===== src/rtl/rv32_pkg.sv =====
// rv32_pkg: shared FSM encoding and constants for the rv32 memory arbiter
package rv32_pkg;
  localparam logic [1:0] S_IDLE    = 2'd0;
  localparam logic [1:0] S_IF_ACC  = 2'd1;
  localparam logic [1:0] S_D_ACC   = 2'd2;
  localparam logic [1:0] S_RD_WAIT = 2'd3;
  localparam logic [31:0] NOP = 32'h00000013;
  localparam int TIMEOUT_DEFAULT = 16;
endpackage


===== src/rtl/rv32_arb_select.sv =====
// rv32_arb_select: picks fetch or data port; round-robin with RV32_ARB_ROUND_ROBIN_EN, else fixed priority
module rv32_arb_select import rv32_pkg::*; #(
  parameter int DATA_FIRST = 1
) (
  input  logic i_if_req,
  input  logic i_d_req,
  input  logic i_last_d,
  output logic o_sel_d
);
`ifdef RV32_ARB_ROUND_ROBIN_EN
  logic w_unused_df;
  assign w_unused_df = DATA_FIRST[0];
  assign o_sel_d = i_d_req & (~i_if_req | ~i_last_d);
`else
  logic w_unused_last;
  assign w_unused_last = i_last_d;
  assign o_sel_d = i_d_req & (~i_if_req | (DATA_FIRST != 0));
`endif
endmodule


===== src/rtl/rv32_mem_arbiter.sv =====
// rv32_mem_arbiter: single-outstanding arbiter of fetch and data ports onto one memory bus
// Define RV32_ARB_ROUND_ROBIN_EN to replace fixed DATA_FIRST priority with round-robin.
module rv32_mem_arbiter import rv32_pkg::*; #(
  parameter int TIMEOUT_CYCLES = TIMEOUT_DEFAULT,
  parameter int DATA_FIRST     = 1
) (
  input  logic        clk,
  input  logic        reset,
  input  logic        if_req,
  input  logic [31:0] if_addr,
  output logic        if_gnt,
  output logic [31:0] if_rdata,
  output logic        if_rvalid,
  input  logic        d_req,
  input  logic        d_we,
  input  logic [3:0]  d_be,
  input  logic [31:0] d_addr,
  input  logic [31:0] d_wdata,
  output logic        d_gnt,
  output logic [31:0] d_rdata,
  output logic        d_rvalid,
  output logic        d_err,
  output logic        mem_req,
  output logic        mem_we,
  output logic [3:0]  mem_be,
  output logic [31:0] mem_addr,
  output logic [31:0] mem_wdata,
  input  logic        mem_waitreq,
  input  logic [31:0] mem_rdata,
  input  logic        mem_rvalid,
  output logic        stall
);
  localparam int CW = $clog2(TIMEOUT_CYCLES + 1);
  logic [1:0]    r_state;
  logic          r_own_d, r_last_d, r_we;
  logic [3:0]    r_be;
  logic [31:0]   r_addr, r_wdata, r_if_rdata, r_d_rdata;
  logic [CW-1:0] r_cnt;
  logic          w_sel_d, w_idle, w_acc, w_accept, w_rv, w_to;
  rv32_arb_select #(.DATA_FIRST(DATA_FIRST)) u_sel (
    .i_if_req(if_req),
    .i_d_req (d_req),
    .i_last_d(r_last_d),
    .o_sel_d (w_sel_d)
  );
  assign w_idle   = r_state == S_IDLE;
  assign w_acc    = (r_state == S_IF_ACC) | (r_state == S_D_ACC);
  assign w_accept = w_acc & ~mem_waitreq;
  assign w_rv     = (r_state == S_RD_WAIT) & mem_rvalid;
  assign w_to     = (r_state == S_RD_WAIT) & ~mem_rvalid & (r_cnt == CW'(TIMEOUT_CYCLES));
  assign d_gnt    = w_idle & w_sel_d;
  assign if_gnt   = w_idle & if_req & ~w_sel_d;
  assign mem_req   = w_acc;
  assign mem_we    = r_we;
  assign mem_be    = r_be;
  assign mem_addr  = r_addr;
  assign mem_wdata = r_wdata;
  // Responses are combinational so they land in the same cycle as mem_rvalid or the timeout.
  assign if_rvalid = ~r_own_d & (w_rv | w_to);
  assign if_rdata  = if_rvalid ? (w_rv ? mem_rdata : NOP) : r_if_rdata;
  assign d_rvalid  = r_own_d & w_rv;
  assign d_err     = r_own_d & w_to;
  assign d_rdata   = d_rvalid ? mem_rdata : r_d_rdata;
  assign stall     = d_gnt | (r_own_d & ~w_idle);
  always_ff @(posedge clk) begin
    if (reset) begin
      r_state    <= S_IDLE;
      r_own_d    <= 1'b0;
      r_last_d   <= 1'b0;
      r_we       <= 1'b0;
      r_be       <= '0;
      r_addr     <= '0;
      r_wdata    <= '0;
      r_cnt      <= '0;
      r_if_rdata <= '0;
      r_d_rdata  <= '0;
    end else begin
      if (w_idle & (if_req | d_req)) begin
        r_state  <= w_sel_d ? S_D_ACC : S_IF_ACC;
        r_own_d  <= w_sel_d;
        r_last_d <= w_sel_d;
        r_we     <= w_sel_d & d_we;
        r_be     <= w_sel_d ? d_be : 4'hF;
        r_addr   <= w_sel_d ? d_addr : if_addr;
        r_wdata  <= w_sel_d ? d_wdata : '0;
      end
      if (w_accept) begin
        r_state <= r_we ? S_IDLE : S_RD_WAIT;
        r_cnt   <= CW'(1);
      end
      if (r_state == S_RD_WAIT) r_cnt <= r_cnt + CW'(1);
      if (w_rv | w_to) r_state <= S_IDLE;
      if (if_rvalid) r_if_rdata <= if_rdata;
      if (d_rvalid) r_d_rdata <= mem_rdata;
    end
  end
endmodule


===== config.mk =====
export PLATFORM = sky130hd
export DESIGN_NAME = rv32_mem_arbiter
export DESIGN_NICKNAME = d
export VERILOG_FILES = /design/src/rtl/rv32_pkg.sv /design/src/rtl/rv32_arb_select.sv /design/src/rtl/rv32_mem_arbiter.sv
export SDC_FILE = /design/constraint.sdc
export NUM_CORES = 1
export LEC_CHECK = 0
export ABC_AREA = 1
export BUFFER_PORTS_ARGS = -buffer_cell sky130_fd_sc_hd__buf_4
export CAP_MARGIN = 20
export CORE_MARGIN = 4
export CORE_UTILIZATION = 50
export CTS_CLUSTER_SIZE = 10
export DETAILED_ROUTE_END_ITERATION = 7
export GPL_ROUTABILITY_DRIVEN = 1
export HOLD_SLACK_MARGIN = 0.1
export PLACE_DENSITY = 0.89
export SETUP_SLACK_MARGIN = 0.15
export SLEW_MARGIN = 20
export SYNTH_ARGS = -nofsm -noshare
export SYNTH_HDL_FRONTEND = slang
export SYNTH_HIERARCHICAL = 1
export SYNTH_SLANG_ARGS = --single-unit

===== constraint.sdc =====
create_clock -name clk -period 3.7 [get_ports clk]
set_clock_uncertainty 0.2 [all_clocks]
set_input_delay 0.37 -clock clk [delete_from_list [all_inputs] [get_ports clk]]
set_output_delay 0.37 -clock clk [all_outputs]
set_load 0.02 [all_outputs]

# --- Word-level counts from Yosys, hierarchy flattened ---
# Index checks and enable logic that the tools add are counted.
# Widths: inputs -> output; s select.
word_totals:
  reg_bits: 141
  input_bits: 139
  out_inout_bits: 140
  word_cells: 52
op_classes:
  n_addsub: 1
  n_eq_ne: 4
  n_mux: 12
  n_bitwise: 22
  reduce_logical: 4
op_table:
  columns: ["operator", "count"]
  rows:
  - ["$mux 32", 5]
  - ["$and 1x1->1", 13]
  - ["$mux 5", 2]
  - ["$mux 2", 4]
  - ["$add 5x1->5 const B", 1]
  - ["$eq 5x5->1 const B", 1]
  - ["$not 1->1", 5]
  - ["$eq 2x2->1 const B", 2]
  - ["$mux 4", 1]
  - ["$or 1x1->1", 4]
  - ["$reduce_bool 2->1", 2]
  - ["$eq 2x1->1 const B", 1]
  - ["$logic_not 2->1", 1]
  - ["$reduce_or 2->1", 1]

# --- Depth between registers and ports, before layout ---
depth:
  depth_word: 6
  depth_mapped: 10
  depth_no_buf: 10

# --- Cells and area by module ---
# The synthesis kept the hierarchy.
modules_own_cells:
  columns: ["module", "instances", "cells_each", "area_per_inst_um2", "seq_area_each_um2"]
  rows:
  - ["rv32_mem_arbiter", 1, 836, 6293.5, 2822.7]
  - ["rv32_arb_select", 1, 1, 7.5, 0.0]

# --- Least setup slack after synthesis ---
# Ideal clock, no wire load.
synth_timing:
  kind: "reg2out"
  from: "register r_state[0]"
  to: "output port d_rdata[19]"
  arrival_time_ps: 1486
  t_required_ps: 3130
  setup_slack_ps: 1644
  stages_incl_launch_ff: 8
  n_path_buf: 3
  cell_sequence: "dfxtp_1 > ha_1 > buf_6 > nand2_4 > nor2_8 > buf_6 > buf_4 > a21oi_1"
synth_between:
  elab_chain_cells: 4
synth_lines:
  columns: ["element", "line", "rtl"]
  rows:
  - ["from (decl)", "rv32_mem_arbiter.sv:34", "logic [1:0] r_state;"]
  - ["from (signal assigned)", "rv32_mem_arbiter.sv:79", "r_state <= w_sel_d ? S_D_ACC : S_IF_ACC;"]
  - ["from (signal assigned)", "rv32_mem_arbiter.sv:88", "r_state <= r_we ? S_IDLE : S_RD_WAIT;"]
  - ["$eq 2x2->1", "rv32_mem_arbiter.sv:49", "assign w_rv = (r_state == S_RD_WAIT) & mem_rvalid;"]
  - ["$and 1x1->1", "rv32_mem_arbiter.sv:49", null]
  - ["$and 1x1->1", "rv32_mem_arbiter.sv:61", "assign d_rvalid = r_own_d & w_rv;"]
  - ["via d_rvalid", "rv32_mem_arbiter.sv:21", "output logic d_rvalid,"]
  - ["$mux 32", null, null]
  - ["to (decl)", "rv32_mem_arbiter.sv:20", "output logic [31:0] d_rdata,"]
# The timed path passes the listed nets, and every way through them passes these cells.

# --- Worst setup path after layout ---
layout_timing:
  from: "register r_state[0]"
  to: "output port d_rdata[6]"
layout_between:
  elab_chain_cells: 4
layout_lines:
  columns: ["element", "line"]
  rows:
  - ["$eq 2x2->1", "rv32_mem_arbiter.sv:49"]
  - ["$and 1x1->1", "rv32_mem_arbiter.sv:49"]
  - ["$and 1x1->1", "rv32_mem_arbiter.sv:61"]
  - ["$mux 32", null]
# Every way passes these cells.

==> qor.txt <==
Final Util = 83.1%
Mean Syn Cell Area = 7.53 µm²
Die area = 14,500 µm²
Final HPWL DP = 13.2 mm
Initial Util = 51.8%
Drt pass-1 iters = 5
Mapped Nets = 980
WHS = 138 ps
Synth Instances = 837
Cell leakage power = 0.00500 µW
Clock root cell = clkbuf_16
Global-route wire length before repair = 37.3 mm
Count of pins over their slew limit = 0
Yosys reg bits = 141
IO Pins = 279
Cell Pwr Density = 496 nW/µm²
Peak fanout along the critical path = 74
Post-DRT Antenna Nets = 0
Outcome = completed
Top_reg_cell synth = dfxtp_1
Crit path kind = reg2out
Vias = 7,327
Antenna violations before repair = 0
EDFF count, synth = 0
DRT Wirelength = 24.0 mm
Number of fill cells = 643
Async set-or-reset flop fraction in the synthesized netlist = 0%
Slowest CP cell = dfxtp_1
Core Box Area = 12,200 µm²
CTS clk-pin slew, worst paths = 60 ps
CP Data Required Time = 3130 ps
Routed wire length per instance = 17.4 µm
Max incr delay on CP = 350 ps
Row count = 40
Sequential Area = 2820 µm²
Placed insts = 1,231
Area Growth Syn to Fin = 60.4%
CTS tree = built
Die width = 120 µm
Tmin final = 3140 ps
Unrepaired setup endpoints after global routing = false
Worst skew pair latency = 420 ps
Arr. time, crit path = 2570 ps
CP Capture Type = output pin
Total congestion overflow = 0
Cts repair resizes = 0
Setup-failing EPs final = 0
DR vias/cell = 5.30
Setup Buffers After CTS = 0
DR DRC count = 0
Sequential area share after synthesis = 44.8%
Final GP Congestion = 0.838
Slew @ Worst Pin = 1080 ps
Post-layout net count = 1,344
H-tree level count = 4
Crit path buffers/inverters = 3
Longest Clk Path Bufs = 2
Max cap viols = 0
Tot GR Track Use = 32.6%
VDD IR max = 0.409 mV
Setup tns final = 0 ps
Synth Cell Area = 6300 µm²
Pin count of the biggest net entering global routing = 85
Multi-input gate area = 2700 µm²
Warning count from the yosys run = 6
Total CTS buffers = 17
Commonest non-fill, non-tap cell in the layout = buf_4
Cell Count, Final, Fillers Out = 1,382
Fin. Hold Viols = 0
Max frequency = 319 MHz
IO buf count = 278
CP delay by family, top = simple AND/OR/NAND/NOR gates
Vias in the first global route = 7,355
Layout cells sized above 1 = 32.8%
Hold Path Class = in2reg
Crit-path cells = ha_1, nand2_4, nor2_8, buf_12, or2_1, inv_2, a21oi_1, buf_4
# clock sinks = 141
Synth cell types = 25
Critical Path Source Type = flip-flop
Relative slew slack = 28.1%
Tcrit/Tclk final = 84.8%
Most frequent cells in the layout = buf_4, a21oi_1, nand2_1, dfxtp_1, dlygate4sd3_1
Iteration-0 DRC Markers = 753
Vert. Die Dim = 120 µm
-- Yosys cell counts (2+ instances only) --
master | instances | area (µm²)
a211oi_2 | 31 | 388
a21oi_1 | 166 | 831
buf_1 | 6 | 22.5
buf_2 | 14 | 70.1
buf_4 | 10 | 75.1
buf_6 | 10 | 113
clkbuf_1 | 18 | 67.6
dfxtp_1 | 141 | 2820
ha_1 | 4 | 50.1
inv_1 | 83 | 312
inv_2 | 33 | 124
nand2_1 | 150 | 563
nand2_2 | 2 | 12.5
nand3_1 | 35 | 175
nor2_1 | 56 | 210
nor3_1 | 3 | 15.0
o21ai_0 | 33 | 165
o21ai_1 | 5 | 25.0
or2_1 | 17 | 106
or2_2 | 15 | 93.8
-- logic make-up after synthesis --
family,count (synthesis),synth area share [%]
flops,141,44.8
compound gates,236,22.5
buf+inv,174,12.4
fa+ha+maj,4,0.794
simple gates,282,19.5
-- registers in the layout, summed over array words and instances (netlist names), 2 cells and up --
name / count
r_d_rdata: 32
r_if_rdata: 32
mem_addr: 32
r_state: 2
mem_be: 4
mem_wdata: 32
r_cnt: 5
-- path summary, 6_finish.rpt --
check	start	endpoint	slack, ps	depth (start not counted)
max	r_state[0]	d_rdata[6]	560	8
min	if_addr[12]	mem_addr[12]	140	5
max reg2reg	r_state[0]	mem_wdata[5]	580	8
min reg2reg	mem_wdata[19]	mem_wdata[19]	260	2
-- metal layers --
layer	up-vias	routed length, µm	GRT usage [%]
met2	421	12300	58.0
met1	3373	8270	33.2
met5	-	0	0
li1	3415	-	-
met4	0	1320	18.2
met3	118	2180	11.3
-- area by class of cell --
class                   count  area share [%]
repair buffers            403            33.1
multi-input cells         522            26.7
well taps                 168            2.08
inverters                 116            4.31
clock inverters             5           0.780
flip-flops and latches    141            27.9
clock buffers              26            5.14
diodes                      1          0.0248
-- through the flow --
stage,total power [µW],setup slack (ps),cell area (µm²)
2_1_floorplan,2580,1640,6300
3_3_place_gp,3090,1190,8310
3_5_place_dp,3110,1080,8310
4_1_cts,4930,619,10100
5_1_grt,5220,361,10100
6_report,5010,564,10100
-- worst register-to-register path, cell delays in order (launching register included) --
cell and delay [ps]:
dfxtp_1 350, inv_1 50, ha_1 280, nand2_1 130, nand2_2 430, inv_2 690
nand2_1 170, a21oi_1 210, dlygate4sd3_1 560
-- power by group --
part           switching [µW]  total (µW)  internal, µW  leakage, µW
combinational             892        1490           594      0.00355
clock                     632        1730          1100     0.000296
sequential                101        1790          1690      0.00115
total                    1630        5010          3380      0.00500
-- timing repair --
action | 4_1_cts | 5_1_grt
hold buffers | 118 | 0
hold endpoints to repair | 132 | 0
endpoints found under the setup margin | 0 | 0
Power figures use the tool's default switching activity.
